==> config.mk <==
export PLATFORM = sky130hd
export DESIGN_NAME = gas_safety_controller
export DESIGN_NICKNAME = d
export VERILOG_FILES = /design/src/rtl/gas_safety_controller.sv
export SDC_FILE = /design/constraint.sdc
export NUM_CORES = 1
export LEC_CHECK = 0
export ABC_AREA = 1
export BUFFER_PORTS_ARGS = -buffer_cell sky130_fd_sc_hd__buf_4
export CORE_ASPECT_RATIO = 0.5
export CORE_MARGIN = 2
export CORE_UTILIZATION = 35
export CTS_CLUSTER_SIZE = 24
export DETAILED_ROUTE_END_ITERATION = 7
export PLACE_DENSITY = 0.51
export SYNTH_ARGS = -nofsm -noshare
export SYNTH_HDL_FRONTEND = slang
export SYNTH_SLANG_ARGS = --single-unit
==> constraint.sdc <==
create_clock -name clk -period 4.1 [get_ports clk]
set_clock_uncertainty 0.2 [all_clocks]
set_input_delay 0.615 -clock clk [delete_from_list [all_inputs] [get_ports clk]]
set_output_delay 0.615 -clock clk [all_outputs]
set_load 0.02 [all_outputs]
==> src/rtl/gas_safety_controller.sv <==
// -----------------------------------------------------------------------------
// gas_safety_controller
//
// Purpose:
//    Sequencing controller for the home gas-safety path. Filters the 3-bit
//    sensor gas level with consecutive-cycle confirmation and drives the
//    ventilation fan, gas supply valve, buzzer and warning LED through a
//    four-state machine (IDLE / WARN / ALARM / VENT). It also keeps a
//    saturating count of ALARM entries.
//
// Parameters:
//    WARN_LVL     gas_lvl threshold (inclusive) for the warning condition
//    ALARM_LVL    gas_lvl threshold (inclusive) for the alarm condition
//    CONFIRM_CYC  consecutive cycles a condition must hold before acting
//    VENT_CYC     ventilation hold time in cycles
//
// Ports:
//    clk          system clock, rising edge
//    arst_n       asynchronous active-low reset
//    gas_lvl      sensor gas level (synchronous to clk)
//    ack          user acknowledge, level-sampled
//    fan_on       ventilation fan enable
//    valve_close  close gas supply valve
//    buzzer       audible alarm
//    led_warn     warning indicator
//    state        current state: 0 IDLE, 1 WARN, 2 ALARM, 3 VENT
//    alarm_cnt    ALARM entries since reset, saturating at 255
//
// Build option:
//    GAS_CTRL_AUTOCLEAR_EN  when defined, ALARM also exits to VENT once LO is
//                           confirmed, without an acknowledge.
// -----------------------------------------------------------------------------
module gas_safety_controller #(
   parameter logic [2:0] WARN_LVL    = 3'd2,
   parameter logic [2:0] ALARM_LVL   = 3'd5,
   parameter int         CONFIRM_CYC = 4,
   parameter int         VENT_CYC    = 16
) (
   input  logic       clk,
   input  logic       arst_n,
   input  logic [2:0] gas_lvl,
   input  logic       ack,
   output logic       fan_on,
   output logic       valve_close,
   output logic       buzzer,
   output logic       led_warn,
   output logic [1:0] state,
   output logic [7:0] alarm_cnt
);

   typedef enum logic [1:0] {
      IDLE  = 2'd0,
      WARN  = 2'd1,
      ALARM = 2'd2,
      VENT  = 2'd3
   } state_e;

   localparam int CW = 4;
   localparam logic [CW-1:0] CONF_MAX = CW'(CONFIRM_CYC);
   localparam logic [CW-1:0] CONF_PRE = CW'(CONFIRM_CYC - 1);

   state_e        state_q, state_d;
   logic [CW-1:0] hi_cnt_q, hi_cnt_d;
   logic [CW-1:0] mid_cnt_q, mid_cnt_d;
   logic [CW-1:0] lo_cnt_q, lo_cnt_d;
   logic [7:0]    vent_q, vent_d;
   logic [7:0]    alarm_cnt_q, alarm_cnt_d;
   logic          fan_q, fan_d;
   logic          valve_q, valve_d;
   logic          buzzer_q, buzzer_d;
   logic          led_q, led_d;

   logic hi, mid, lo;
   logic hi_conf, mid_conf, lo_conf;
   logic trans;

   assign hi  = (gas_lvl >= ALARM_LVL);
   assign mid = (gas_lvl >= WARN_LVL);
   assign lo  = ~mid;

   // Confirmed on the edge where the counter would reach CONFIRM_CYC; a
   // counter already saturated keeps the condition confirmed.
   assign hi_conf  = hi  && (hi_cnt_q  >= CONF_PRE);
   assign mid_conf = mid && (mid_cnt_q >= CONF_PRE);
   assign lo_conf  = lo  && (lo_cnt_q  >= CONF_PRE);

   function automatic logic [CW-1:0] sat_inc(input logic [CW-1:0] c);
      return (c >= CONF_MAX) ? CONF_MAX : c + 1'b1;
   endfunction

   always_comb begin
      // NOTE: every always_comb output gets a default first so no path
      // through the case/if tree can leave it unassigned and infer a latch.
      state_d     = state_q;
      vent_d      = vent_q;
      alarm_cnt_d = alarm_cnt_q;
      fan_d       = 1'b0;
      valve_d     = 1'b0;
      buzzer_d    = 1'b0;
      led_d       = 1'b0;

      unique case (state_q)
         IDLE: begin
            if (hi_conf)       state_d = ALARM;
            else if (mid_conf) state_d = WARN;
         end
         WARN: begin
            if (hi_conf)      state_d = ALARM;
            else if (lo_conf) state_d = IDLE;
         end
         ALARM: begin
            // ack is only honoured together with LO; it is never latched.
            if (ack && lo) state_d = VENT;
`ifdef GAS_CTRL_AUTOCLEAR_EN
            else if (lo_conf) state_d = VENT;
`endif
         end
         VENT: begin
            // Re-alarm wins over timer expiry on the same edge.
            if (hi_conf)             state_d = ALARM;
            else if (vent_q == 8'd0) state_d = IDLE;
            else                     vent_d  = vent_q - 8'd1;
         end
         default: state_d = IDLE;
      endcase

      trans = (state_d != state_q);

      // Loading VENT_CYC-1 on entry and leaving at 0 gives exactly VENT_CYC
      // edges from the entry edge to the IDLE edge.
      if (trans && state_d == VENT) vent_d = 8'(VENT_CYC - 1);

      if (trans && state_d == ALARM && alarm_cnt_q != 8'hFF)
         alarm_cnt_d = alarm_cnt_q + 8'd1;

      hi_cnt_d  = (trans || !hi)  ? '0 : sat_inc(hi_cnt_q);
      mid_cnt_d = (trans || !mid) ? '0 : sat_inc(mid_cnt_q);
      lo_cnt_d  = (trans || !lo)  ? '0 : sat_inc(lo_cnt_q);

      // Actuators decode from the next state so they register on the same
      // edge as the state transition.
      unique case (state_d)
         IDLE:  ;
         WARN:  begin fan_d = 1'b1; led_d = 1'b1; end
         ALARM: begin fan_d = 1'b1; valve_d = 1'b1; buzzer_d = 1'b1; led_d = 1'b1; end
         VENT:  begin fan_d = 1'b1; valve_d = 1'b1; end
         default: ;
      endcase
   end

   // NOTE: all state registers, including the counters, are reset so an
   // arst_n pulse aborts any partial confirmation or ventilation count.
   always_ff @(posedge clk or negedge arst_n) begin
      if (!arst_n) begin
         state_q     <= IDLE;
         hi_cnt_q    <= '0;
         mid_cnt_q   <= '0;
         lo_cnt_q    <= '0;
         vent_q      <= '0;
         alarm_cnt_q <= '0;
         fan_q       <= 1'b0;
         valve_q     <= 1'b0;
         buzzer_q    <= 1'b0;
         led_q       <= 1'b0;
      end else begin
         // NOTE: non-blocking assignments so every register samples the
         // pre-edge values regardless of statement order.
         state_q     <= state_d;
         hi_cnt_q    <= hi_cnt_d;
         mid_cnt_q   <= mid_cnt_d;
         lo_cnt_q    <= lo_cnt_d;
         vent_q      <= vent_d;
         alarm_cnt_q <= alarm_cnt_d;
         fan_q       <= fan_d;
         valve_q     <= valve_d;
         buzzer_q    <= buzzer_d;
         led_q       <= led_d;
      end
   end

   assign state       = state_q;
   assign alarm_cnt   = alarm_cnt_q;
   assign fan_on      = fan_q;
   assign valve_close = valve_q;
   assign buzzer      = buzzer_q;
   assign led_warn    = led_q;

endmodule
After elaboration in Yosys (flattened, before gate mapping) --
Index checks and enable logic that the tools add are counted.
Word-level totals: flip-flop bits (word level) 34, input bits 6, output and inout bits 14, word-level logic and storage cells 75
Cells by class: add/subtract/negate cells 5, order comparisons 8, equality and inequality tests 10, multiplexer cells 22, bitwise logic cells 1, reductions and logical operators 19
Operators with widths (number):
- $mux W8 | 4
- $mux W4 | 6
- $mux W2 | 7
- $add A4 B1 Y4 const B | 3
- $ge A4 B2 Y1 const B | 3
- $ge A4 B3 Y1 const B | 3
- $add A8 B1 Y8 const B | 1
- $eq A2 B2 Y1 const B | 4
- $logic_not A8 Y1 | 1
- $ne A8 B8 Y1 const B | 1
- $pmux W2 S4 | 1
- $sub A8 B1 Y8 const B | 1
- $logic_and A1 B1 Y1 | 7
- $eq A2 B1 Y1 const B | 2
- $mux W1 | 4
- $ne A2 B1 Y1 const B | 2
- $reduce_or A2 Y1 | 2
- $ge A3 B2 Y1 const B | 1
- $ge A3 B3 Y1 const B | 1
- $logic_or A1 B1 Y1 | 3
- $reduce_and A3 Y1 | 1
- $reduce_or A3 Y1 | 1
- $logic_not A1 Y1 | 2
- $logic_not A2 Y1 | 1
- other kinds (3) | 3

Longest topological paths before layout --
Gate-level depths: netlist of run 1.
depth in word-level cells 10, gate-level depth with buffers 15, gate-level depth less buffers 15

Worst setup path before layout of run 1 --
OpenSTA, ideal clock, no wires.
path type input -> register, start input gas_lvl[2], end register alarm_cnt_q[0] (netlist: alarm_cnt[0]), arrival time 2.111 ns, setup slack 1.658 ns, stages 10, cell sequence nor2_1 > nand2_1 > nand3_2 > nand3_1 > nand2_1 > ha_1 > inv_1 > a31oi_1 > nand2_2 > xnor2_1
On the way: word-level cells in the longest chain between the ends 9
Ends and longest elaborated chain:
- start: declaration | line 41 | input logic [2:0] gas_lvl,
- $ge A3 B2 Y1 | line 78 | assign mid = (gas_lvl >= WARN_LVL);
- $not A1 Y1 | line 79 | assign lo = ~mid;
- $logic_and A1 B1 Y1 | line 85 | assign lo_conf = lo && (lo_cnt_q >= CONF_PRE);
- $mux W2 | line 109 | else if (lo_conf) state_d = IDLE;
- $mux W2 | line 108 | if (hi_conf) state_d = ALARM;
- $pmux W2 S4 (*) | line 102 | unique case (state_q)
- $ne A2 B2 Y1 or $eq A2 B2 Y1 (tied branches) | line 127, 133
- $logic_and A1 B1 Y1 (*) (2 in series) | line 133 | if (trans && state_d == ALARM && alarm_cnt_q != 8'hFF)
- end signal: assignment | line 173 | alarm_cnt_q <= alarm_cnt_d;
- end: declaration | line 67 | logic [7:0] alarm_cnt_q, alarm_cnt_d;
Mark *: on every way between the ends. The rest lies on a longest branch, timed or not. A chain may end at the register's enable or synchronous reset.

Final worst setup path of run 1 --
start register vent_q[0], end register alarm_cnt_q[0] (netlist: alarm_cnt[0])
On the way: word-level cells in the longest chain between the ends 7
Ends and longest elaborated chain:
- start: declaration | line 66 | logic [7:0] vent_q, vent_d;
- start signal: assignment | line 172 | vent_q <= vent_d;
- $logic_not A8 Y1 (*) | line 121 | else if (vent_q == 8'd0) state_d = IDLE;
- $mux W2 (*) | line 121
- $mux W2 (*) | line 120 | if (hi_conf) state_d = ALARM;
- $pmux W2 S4 (*) | line 102
- $ne A2 B2 Y1 or $eq A2 B2 Y1 (tied branches) | line 127, 133
- $logic_and A1 B1 Y1 (*) (2 in series) | line 133
Marks and branches as above.

==> results of run 1 <==
## registers in the layout, summed over array words and instances (netlist names)
| signal | flops |
|---|---|
| alarm_cnt | 8 |
| state | 2 |
| mid_cnt_q | 4 |
| fan_on | 1 |
| vent_q | 8 |
| hi_cnt_q | 4 |
| led_warn | 1 |
| buzzer | 1 |
| lo_cnt_q | 4 |
## cells by family (layout without fill, tap and decap cells)
logic type,after synthesis,count (layout),synth area share [%]
AO/OA/AOI/OAI,7,7,2.395
XOR/XNOR,12,12,6.287
adder cells (fa/ha/maj),8,8,5.988
buffers and inverters,34,57,9.207
flip-flops,33,33,49.40
other,1,3,0.2243
AND/OR/NAND/NOR,99,99,26.50
## layer usage
layer  track usage (%)  routed length (um)  up-vias
li1                  -                   -      646
met1             17.33                1556      580
met2             20.18                1340       16
met3             3.963                  95        5
met4             5.405                  34        0
met5                 0                   0        -
## cells in the mapped netlist
cell / number
nand3_2: 3
a31oi_1: 2
nand2_1: 42
a21oi_1: 2
buf_6: 3
nor3_1: 3
xnor2_1: 4
dfrtp_1: 33
nand3_1: 21
nand2_2: 2
nand4_1: 1
ha_1: 8
nand3b_1: 1
o211ai_1: 1
and2_1: 1
inv_2: 2
inv_1: 28
o21ai_0: 2
buf_4: 1
nor2_1: 24
conb_1: 1
xor2_1: 8
nand4_2: 1
## how the worst min path moves through the flow
stage,cells past startpoint,end
2_1_floorplan,0,alarm_cnt[0]$_DFFE_PN0P_
3_3_place_gp,1,lo_cnt_q[0]$_DFF_PN0_
3_5_place_dp,1,mid_cnt_q[0]$_DFF_PN0_
4_1_cts,1,mid_cnt_q[2]$_DFF_PN0_
5_1_grt,1,alarm_cnt[5]$_DFFE_PN0P_
6_report,1,hi_cnt_q[0]$_DFF_PN0_
## metrics by stage
| step | instances | total power (uW) | worst slack (ns) |
|---|---|---|---|
| final | 285 | 1458 | 1.199 |
| after global routing | 285 | 1590 | 0.7862 |
| after CTS | 285 | 1478 | 1.181 |
| after detailed placement | 277 | 1156 | 1.151 |
| after global placement | 277 | 1146 | 1.248 |
| after floorplan | 196 | 1016 | 1.658 |
## worst reg2reg max path: stages (launching register included)
cell and delay, ns:
dfrtp_1 0.38, inv_1 0.11, ha_1 0.20, nand2_1 0.08
nor2_1 0.13, nand2_1 0.12, nand3_2 0.20, nand3_1 0.12
nand2_1 0.12, ha_1 0.18, inv_1 0.05, a31oi_1 0.46
nand2_2 0.26, xnor2_1 0.18
## power by group
group	switching [uW]	internal [uW]	total [uW]
clock	115	198	313
sequential	82.4	428	511
combinational	406	228	634
## area by class of cell
| cell class | instances | area share (%) |
|---|---|---|
| well taps | 66 | 4.172 |
| multi-input cells | 129 | 35.34 |
| repair buffers | 19 | 7.206 |
| inverters | 30 | 5.689 |
| clock buffers | 7 | 4.362 |
| clock inverters | 1 | 1.517 |
| flip-flops and latches | 33 | 41.72 |
==> flow_metrics.env, run 1 <==
export IMPL_r2r_cells=13
export IMPL_io_pins=20
export IMPL_setup_violations_final=0
export IMPL_cp_depth=13
export IMPL_synth_largest_area_cell="dfrtp_1"
export IMPL_antenna_cells=0
export IMPL_start_util_pct=37.25
export IMPL_rsz0062_at_grt="false"
export IMPL_area_growth_pct=18.41
export IMPL_grt_max_degree=34
export IMPL_grt_pass1_vias=1170
export IMPL_core_um2=4488
export IMPL_worstSetupPathType="reg -> reg"
export IMPL_hold_ws_ns=0.07527
export IMPL_synth_seq_cells=33
export IMPL_yosysWarningCount=0
export IMPL_grtUsageTotal_pct=13.11
export IMPL_cts_root_buf="clkbuf_8"
export IMPL_die_h_um=52.87
export IMPL_vias=1247
export IMPL_worstSetupStartpointType="flip-flop"
export IMPL_dp_hpwl_mm=2.185
export IMPL_synth_avg_cell_area_um2=8.617
export IMPL_io_buffer_count=19
export IMPL_cp_required_ns=4.06
export IMPL_crit_buf_inv=2
export IMPL_max_freq_ghz=0.3447
export IMPL_tritoncts="built"
export IMPL_fill_cells=434
export IMPL_power_density_nw_per_um2=736.7
export IMPL_cts_sinks=33
export IMPL_slew_headroom_pct=60.13
export IMPL_fin_crit_ns=2.901
export IMPL_clk_pin_slew_worst_paths_ns=0.07
export IMPL_nets=232
export IMPL_cp_max_fo=11
export IMPL_cts_made_buffers=5
export IMPL_critPathMaxStageDelay_ns=0.46
export IMPL_yosys_cell_types_count=23
export IMPL_r2r_setup_slack_ns=1.20
export IMPL_hp_class="in -> async"
export IMPL_dieArea_um2=5378
export IMPL_worst_pin_slew_ns=0.5952
export IMPL_hold_viol_final=0
export IMPL_multiInputGateArea_um2=699.4
export IMPL_cts_resized_gates=0
export IMPL_drc=0
export IMPL_postLayoutCellArea_um2=1979
export IMPL_grt_pass1_wl_mm=5.250
export IMPL_end_kind="flip-flop"
export IMPL_syn_area_um2=1672
export IMPL_synth_top_area_share_pct=49.40
export IMPL_holdBufCountCts=0
export IMPL_startpoint="vent_q[0]$_DFFE_PN0P_"
export IMPL_antenna_found_initial=0
export IMPL_drtIter0Drc=32
export IMPL_grt_ovfl_total=0
export IMPL_drt_vias_per_instance=4.375
export IMPL_path_cells="inv_1 > ha_1 > nand2_1 > nor2_1 > nand2_1 > nand3_2 > nand3_1 > nand2_1 > ha_1 > inv_1 > a31oi_1 > nand2_2 > xnor2_1"
export IMPL_drive_above_1_share_pct=15.53
export IMPL_wl_per_cell_um=10.62
export IMPL_slew_violations=0
export IMPL_ff_latch_area_um2=825.8
export IMPL_synth_area_top_cells="dfrtp_1, nand2_1, inv_1, nand3_1, ha_1"
export IMPL_crit_slowest_cell="a31oi_1"
export IMPL_num_rows=17
export IMPL_p_leak_uw=0.001047
export IMPL_ir_worst_vdd_mv=0.4764
export IMPL_cts_buffer_depth=2
export IMPL_netlist_instances=194
export IMPL_final_util_pct=44.10
export IMPL_crit_family="simple AND/OR/NAND/NOR gates"
export IMPL_gp_congestion=0.7713
export IMPL_fin_setup_tns_ns=0
export IMPL_ant_nets=0
export IMPL_placed_cell_area_um2=1863
export IMPL_routed_wl_mm=3.027
export IMPL_r2r_end="alarm_cnt[0]$_DFFE_PN0P_"
export IMPL_critPathCapture="alarm_cnt[0]$_DFFE_PN0P_"
export IMPL_clkLatencyLatePin_ns=0.28
export IMPL_yosysSeqAreaShare_pct=49.40
export IMPL_cts_setup_buffers=0
export IMPL_final_cell_mix="nand2_1, dfrtp_1, inv_1, nor2_1, nand3_1"
export IMPL_arrival_ns=2.87
export IMPL_r2r_start="vent_q[0]$_DFFE_PN0P_"
export IMPL_final_common_cell="nand2_1"
export IMPL_cp_common_cell="nand2_1"
export IMPL_h_tree_depth=2
export IMPL_max_cap_viol_count=0
export IMPL_die_w_um=101.7
export IMPL_first_pass_iters=4
export IMPL_status="complete, no violations"
export IMPL_fin_crit_sh_pct=70.76
No activity file was read; power rests on OpenSTA's default activity.
==> inputs of run 2 (changes only) <==
ABC_AREA = 0   (was 1)
PLACE_DENSITY = 0.53   (was 0.51)
clock period = 2.46 ns   (was 4.1 ns; I/O delays follow)
==> flow_metrics.env, run 2 <==
export IMPL_vias=1121
export IMPL_slew_violations=0
export IMPL_yosysMostFrequentCell="dfrtp_1"
export IMPL_cp_max_fo=5
export IMPL_cts_sinks=33
export IMPL_synth_compound_area_share_pct=8.117
export IMPL_synth_edf_count=0
export IMPL_yosys_most_used_dff="dfrtp_1"
export IMPL_synth_common_cells="dfrtp_1, nand2_1, nor2_1"
export IMPL_setup_violations_final=6
export IMPL_io_buffer_count=19
export IMPL_synth_avg_cell_area_um2=11.17
export IMPL_muxShareOfSynthArea_pct=0.7305
export IMPL_grt_pass1_vias=1102
export IMPL_rsz0062_at_grt="true"
export IMPL_final_cell_mix="buf_4, dfrtp_1, nand2_1, nor2_1, xnor2_1"
export IMPL_use_met3_pct=5.746
export IMPL_drc=0
export IMPL_core_um2=4064
export IMPL_fin_crit_ns=2.540
export IMPL_drt_vias_per_instance=4.710
export IMPL_area_growth_pct=34.25
export IMPL_grtUsageTotal_pct=13.07
export IMPL_drtIter0Drc=55
export IMPL_start_util_pct=37.93
export IMPL_tritoncts="built"
export IMPL_violations="negative setup slack"
export IMPL_arrival_ns=2.50
export IMPL_p_leak_uw=0.0009540
export IMPL_synth_xor_area_share_pct=7.386
export IMPL_fill_cells=377
export IMPL_multiInputGateArea_um2=768.2
export IMPL_critPathMaxStageDelay_ns=0.57
export IMPL_ir_worst_vdd_mv=0.3501
export IMPL_antenna_cells=0
export IMPL_synth_seq_cells=33
export IMPL_synth_top_area_share_pct=53.57
export IMPL_cts_buffer_depth=2
export IMPL_hp_class="reg -> reg"
export IMPL_end_kind="flip-flop"
export IMPL_grt_busiest_layer="met2"
export IMPL_synth_largest_area_cell="dfrtp_1"
export IMPL_final_common_cell="buf_4"
export IMPL_die_w_um=97.86
export IMPL_h_tree_depth=2
export IMPL_hold_viol_final=0
export IMPL_grt_pass1_wl_mm=5.050
export IMPL_r2r_setup_slack_ns=-0.08
export IMPL_fin_ws_ns=-0.08013
export IMPL_power_density_nw_per_um2=957.9
export IMPL_synthSimpleGateAreaFrac_pct=20.54
export IMPL_dp_hpwl_mm=2.119
export IMPL_wl_per_cell_um=12.17
export IMPL_dieArea_um2=4983
export IMPL_grt_max_degree=34
export IMPL_crit_slowest_cell="or4_4"
export IMPL_hold_ws_ns=0.2356
export IMPL_async_reset_ff_share_pct=100.0
export IMPL_path_cells="or4_4 > nor3_4 > nor3_2 > o221a_2 > inv_2 > ha_4 > nand2_4 > a21oi_4 > mux2_4"
export IMPL_fin_crit_sh_pct=103.3
export IMPL_yosys_cell_types_count=40
export IMPL_ant_nets=0
export IMPL_gp_congestion=0.7824
export IMPL_grt_ovfl_total=0
export IMPL_routed_wl_mm=2.896
export IMPL_cts_made_buffers=5
export IMPL_drive_above_1_share_pct=36.96
export IMPL_use_met2_pct=20.09
export IMPL_nets=198
export IMPL_max_freq_ghz=0.3937
export IMPL_synth_fa_ha_area_share_pct=6.494
export IMPL_num_rows=16
export IMPL_first_pass_iters=4
export IMPL_clk_pin_slew_worst_paths_ns=0.07
export IMPL_worstSetupStartpointType="flip-flop"
export IMPL_fin_setup_tns_ns=-0.3394
export IMPL_grtUsageMet1_pct=17.23
export IMPL_clkLatencyLatePin_ns=0.28
export IMPL_netlist_instances=138
export IMPL_status="complete, but fails checks"
export IMPL_antenna_found_initial=0
export IMPL_io_pins=20
export IMPL_syn_area_um2=1541
export IMPL_die_h_um=50.93
export IMPL_yosysSeqAreaShare_pct=53.57
export IMPL_synth_area_top_cells="dfrtp_1, ha_1, xnor2_1, nand2_1, nor2_1"
export IMPL_ff_latch_area_um2=825.8
export IMPL_worstSetupPathType="reg -> reg"
export IMPL_cts_root_buf="clkbuf_8"
export IMPL_cp_required_ns=2.42
export IMPL_max_cap_viol_count=0
export IMPL_synth_top_family_by_area="simple AND/OR/NAND/NOR gates"
export IMPL_yosysWarningCount=0
==> run 2: cell count changes in the layout (fill, tap and decap cells not counted), sizes merged, moves of 5 or more <==
cell and delta:
xor2 -5, inv -23, buf +19, nor2 -12
nor3 +5, nand3 -20, nand2 -30, xnor2 +6
==> run 2: through the flow <==
step	utilization [%]	power, uW	cells	setup slack, ns	area (um^2)
finish	50.92	1982	238	-0.08013	2069
global placement	46.67	1527	227	-0.08155	1897
detailed placement	46.67	1537	227	-0.1237	1897
CTS	49.69	1978	237	-0.09914	2019
floorplan	-	1248	140	-0.03192	1585
global route	50.92	2135	238	-0.2066	2069
==> run 2: timing repair <==
item / in CTS / in global routing
pin swaps: 4 / 3
endpoints found under the setup margin: 8 / 23
resized for setup: 3 / 7
hold buffers: 1 / 0
setup buffers: 2 / 1
gates cloned: 0 / 0
endpoints found under the hold margin: 33 / 0
==> run 2: metal layers <==
metal / up-vias / share of wire (%) / wire [um]
met2: 14 / 44 / 1269
met1: 544 / 51 / 1490
met3: 2 / 4.4 / 128
met4: 0 / 0.28 / 8
met5: - / 0 / 0
li1: 561 / - / -
==> run 2: worst paths after layout <==
check,start,cells past startpoint,end
hold / removal,mid_cnt_q[0]$_DFF_PN0_,1,mid_cnt_q[0]$_DFF_PN0_
hold reg to reg,mid_cnt_q[0]$_DFF_PN0_,1,mid_cnt_q[0]$_DFF_PN0_
setup reg to reg,vent_q[6]$_DFFE_PN0P_,9,alarm_cnt[1]$_DFFE_PN0P_
min in group asynchronous,arst_n,2,alarm_cnt[1]$_DFFE_PN0P_
max in group asynchronous,arst_n,2,hi_cnt_q[1]$_DFF_PN0_
setup / recovery,vent_q[6]$_DFFE_PN0P_,9,alarm_cnt[1]$_DFFE_PN0P_
==> run 2: cells by family after synthesis <==
group	Yosys count
simple gates	58
flops	33
other cells	1
mux	1
buf+inv	9
fa+ha+maj	8
compound gates	15
xor+xnor	13
==> run 2: critical path, delay by kind of cell, from the launching register on <==
family                     cells  cell delay (ns)
DFF                            1             0.38
muxes                          1             0.31
and+or+nand+nor                4             0.86
AOI/OAI and AO/OA              2             0.46
adders and majority gates      1             0.14
buffers and inverters          1             0.07
==> run 2: cell type report <==
class / instances / share of cell area [%]
timing repair buffer: 39 / 14.27
tap: 54 / 3.265
inverter: 7 / 1.270
multi-input combinational: 98 / 37.12
sequential: 33 / 39.90
clock buffer: 7 / 4.172
==> run 2: report_power, final <==
part / leakage, uW / switching [uW] / total, uW / internal, uW
Sequential: 0.000410 / 129 / 808 / 679
Combinational: 0.000500 / 382 / 776 / 394
Clock: 0.0000443 / 177 / 398 / 222
==> inputs of run 3 (changes only) <==
CORE_UTILIZATION = 50   (was 35)
PLACE_DENSITY = 0.71   (was 0.53)
==> flow_metrics.env, run 3 (same netlist as run 2, synthesis figures left out) <==
export IMPL_startpoint="vent_q[6]$_DFFE_PN0P_"
export IMPL_grtUsageTotal_pct=20.79
export IMPL_routed_wl_mm=3.127
export IMPL_drive_above_1_share_pct=41.18
export IMPL_io_pins=20
export IMPL_final_common_cell="buf_4"
export IMPL_vias=1131
export IMPL_r2r_end="alarm_cnt[1]$_DFFE_PN0P_"
export IMPL_pwr_share_seq_pct=40.1
export IMPL_fill_cells=223
export IMPL_dp_hpwl_mm=2.153
export IMPL_first_pass_iters=4
export IMPL_stdcell_count=227
export IMPL_critPathCapture="alarm_cnt[1]$_DFFE_PN0P_"
export IMPL_grt_ovfl_total=0
export IMPL_drc=0
export IMPL_clk_pin_slew_worst_paths_ns=0.06
export IMPL_p_int_uw=1288
export IMPL_hp_class="in -> reg"
export IMPL_die_w_um=82.53
export IMPL_gp_congestion=0.8060
export IMPL_fin_ws_ns=-0.09756
export IMPL_path_cells="or4_4 > nor3_4 > nor3_2 > o221a_2 > inv_2 > ha_4 > nand2_4 > a21oi_4 > mux2_4"
export IMPL_hold_ws_ns=0.1920
export IMPL_grt_pass1_wl_mm=5.368
export IMPL_tritoncts="built"
export IMPL_drtIter0Drc=83
export IMPL_cts_root_buf="clkbuf_8"
export IMPL_hold_viol_final=0
export IMPL_num_rows=14
export IMPL_r2r_cells=9
export IMPL_ir_worst_vdd_mv=0.5447
export IMPL_setup_violations_final=8
export IMPL_sw_frac_of_total_pct=35.87
export IMPL_fin_crit_sh_pct=104.0
export IMPL_antenna_cells=0
export IMPL_power_density_nw_per_um2=953.2
export IMPL_critPathMaxStageDelay_ns=0.55
export IMPL_antenna_found_initial=0
export IMPL_start_util_pct=51.76
export IMPL_violations="negative setup slack"
export IMPL_cp_required_ns=2.43
export IMPL_combinationalPowerShare_pct=41.7
export IMPL_worstSetupPathType="reg -> reg"
export IMPL_cts_sinks=33
export IMPL_arrival_ns=2.52
export IMPL_cts_made_buffers=5
export IMPL_nets=202
export IMPL_area_growth_pct=36.69
export IMPL_dieArea_um2=3570
export IMPL_end_kind="flip-flop"
export IMPL_pwr_share_clk_pct=18.2
export IMPL_p_leak_uw=0.0009813
export IMPL_fin_crit_ns=2.558
export IMPL_placed_cells=211
export IMPL_die_h_um=43.26
export IMPL_power_switching_uw=720.4
export IMPL_r2r_start="vent_q[6]$_DFFE_PN0P_"
export IMPL_core_um2=2978
export IMPL_io_buffer_count=19
export IMPL_ant_nets=0
export IMPL_grt_max_degree=34
export IMPL_rsz0062_at_grt="true"
export IMPL_max_cap_viol_count=0
export IMPL_wl_per_cell_um=13.78
export IMPL_worstHoldPathCells=3
export IMPL_final_util_pct=70.76
export IMPL_drt_vias_per_instance=4.982
export IMPL_cts_buffer_depth=2
export IMPL_clkLatencyLatePin_ns=0.28
export IMPL_h_tree_depth=2
export IMPL_worstSetupStartpointType="flip-flop"
export IMPL_crit_slowest_cell="or4_4"
export IMPL_status="complete, but fails checks"
export IMPL_grt_pass1_vias=1149
export IMPL_r2r_setup_slack_ns=-0.1
export IMPL_slew_violations=0
export IMPL_max_freq_ghz=0.3910
export IMPL_final_cell_mix="buf_4, dfrtp_1, nor2_1, nand2_1, xnor2_1"
export IMPL_cp_max_fo=5
[run 3: stage by stage]
stage	setup TNS (ns)	total power (uW)	setup slack, ns	area (um^2)
2_1_floorplan	-0.03938	1248	-0.03192	1585
3_3_place_gp	-0.2527	1499	-0.04893	1864
3_5_place_dp	-0.8089	1528	-0.1203	1864
4_1_cts	-0.2289	1957	-0.06948	2004
5_1_grt	-1.688	2137	-0.2239	2107
6_report	-0.4167	2008	-0.09756	2107
[run 3: what timing repair did]
action                                  in CTS  in global routing
hold endpoints to repair                    33                  0
buffers inserted                             5                  4
hold buffers                                 1                  0
endpoints found under the setup margin      15                 23
resized for setup                            3                 17
pin swaps                                    3                  7
[run 3: layout make-up]
type	instances	area, um^2	area share [%]
flip-flops and latches	33	825.8	39.19
multi-input cells	98	798.3	37.89
repair buffers	43	332.8	15.80
clock buffers	5	68.82	3.266
well taps	40	50.05	2.375
inverters	7	26.28	1.247
clock inverters	1	5.005	0.2375
[run 3: layer usage]
layer  vias up  wire, um  track usage (%)
li1        569         -                -
met1       539      1541            29.49
met2        16      1454            30.81
met3         7        90            5.745
met4         0        41            6.885
met5         -         0                0
[run 3: worst min-delay path by stage]
| stage | from | to |
|---|---|---|
| 2_1_floorplan | arst_n | alarm_cnt[0]$_DFFE_PN0P_ |
| 5_1_grt | gas_lvl[2] | lo_cnt_q[2]$_DFF_PN0_ |
| 4_1_cts | gas_lvl[2] | lo_cnt_q[2]$_DFF_PN0_ |
| 6_report | gas_lvl[2] | lo_cnt_q[2]$_DFF_PN0_ |
| 3_5_place_dp | arst_n | lo_cnt_q[3]$_DFF_PN0_ |
| 3_3_place_gp | arst_n | lo_cnt_q[3]$_DFF_PN0_ |
[run 3: worst max-delay path, delay by kind of cell, from the launching register on]
kind,cells,cell delay [ns]
simple gates,4,0.85
compound gates,2,0.47
flops,1,0.37
mux,1,0.31
fa+ha+maj,1,0.15
buf+inv,1,0.09
[run 3: power groups by stage]
stage	clock, uW	combinational [uW]	sequential (uW)
4_1_cts	374	780	803
2_1_floorplan	0	380	868
5_1_grt	398	912	826
3_5_place_dp	0	718	810
6_report	366	837	806
3_3_place_gp	0	693	806
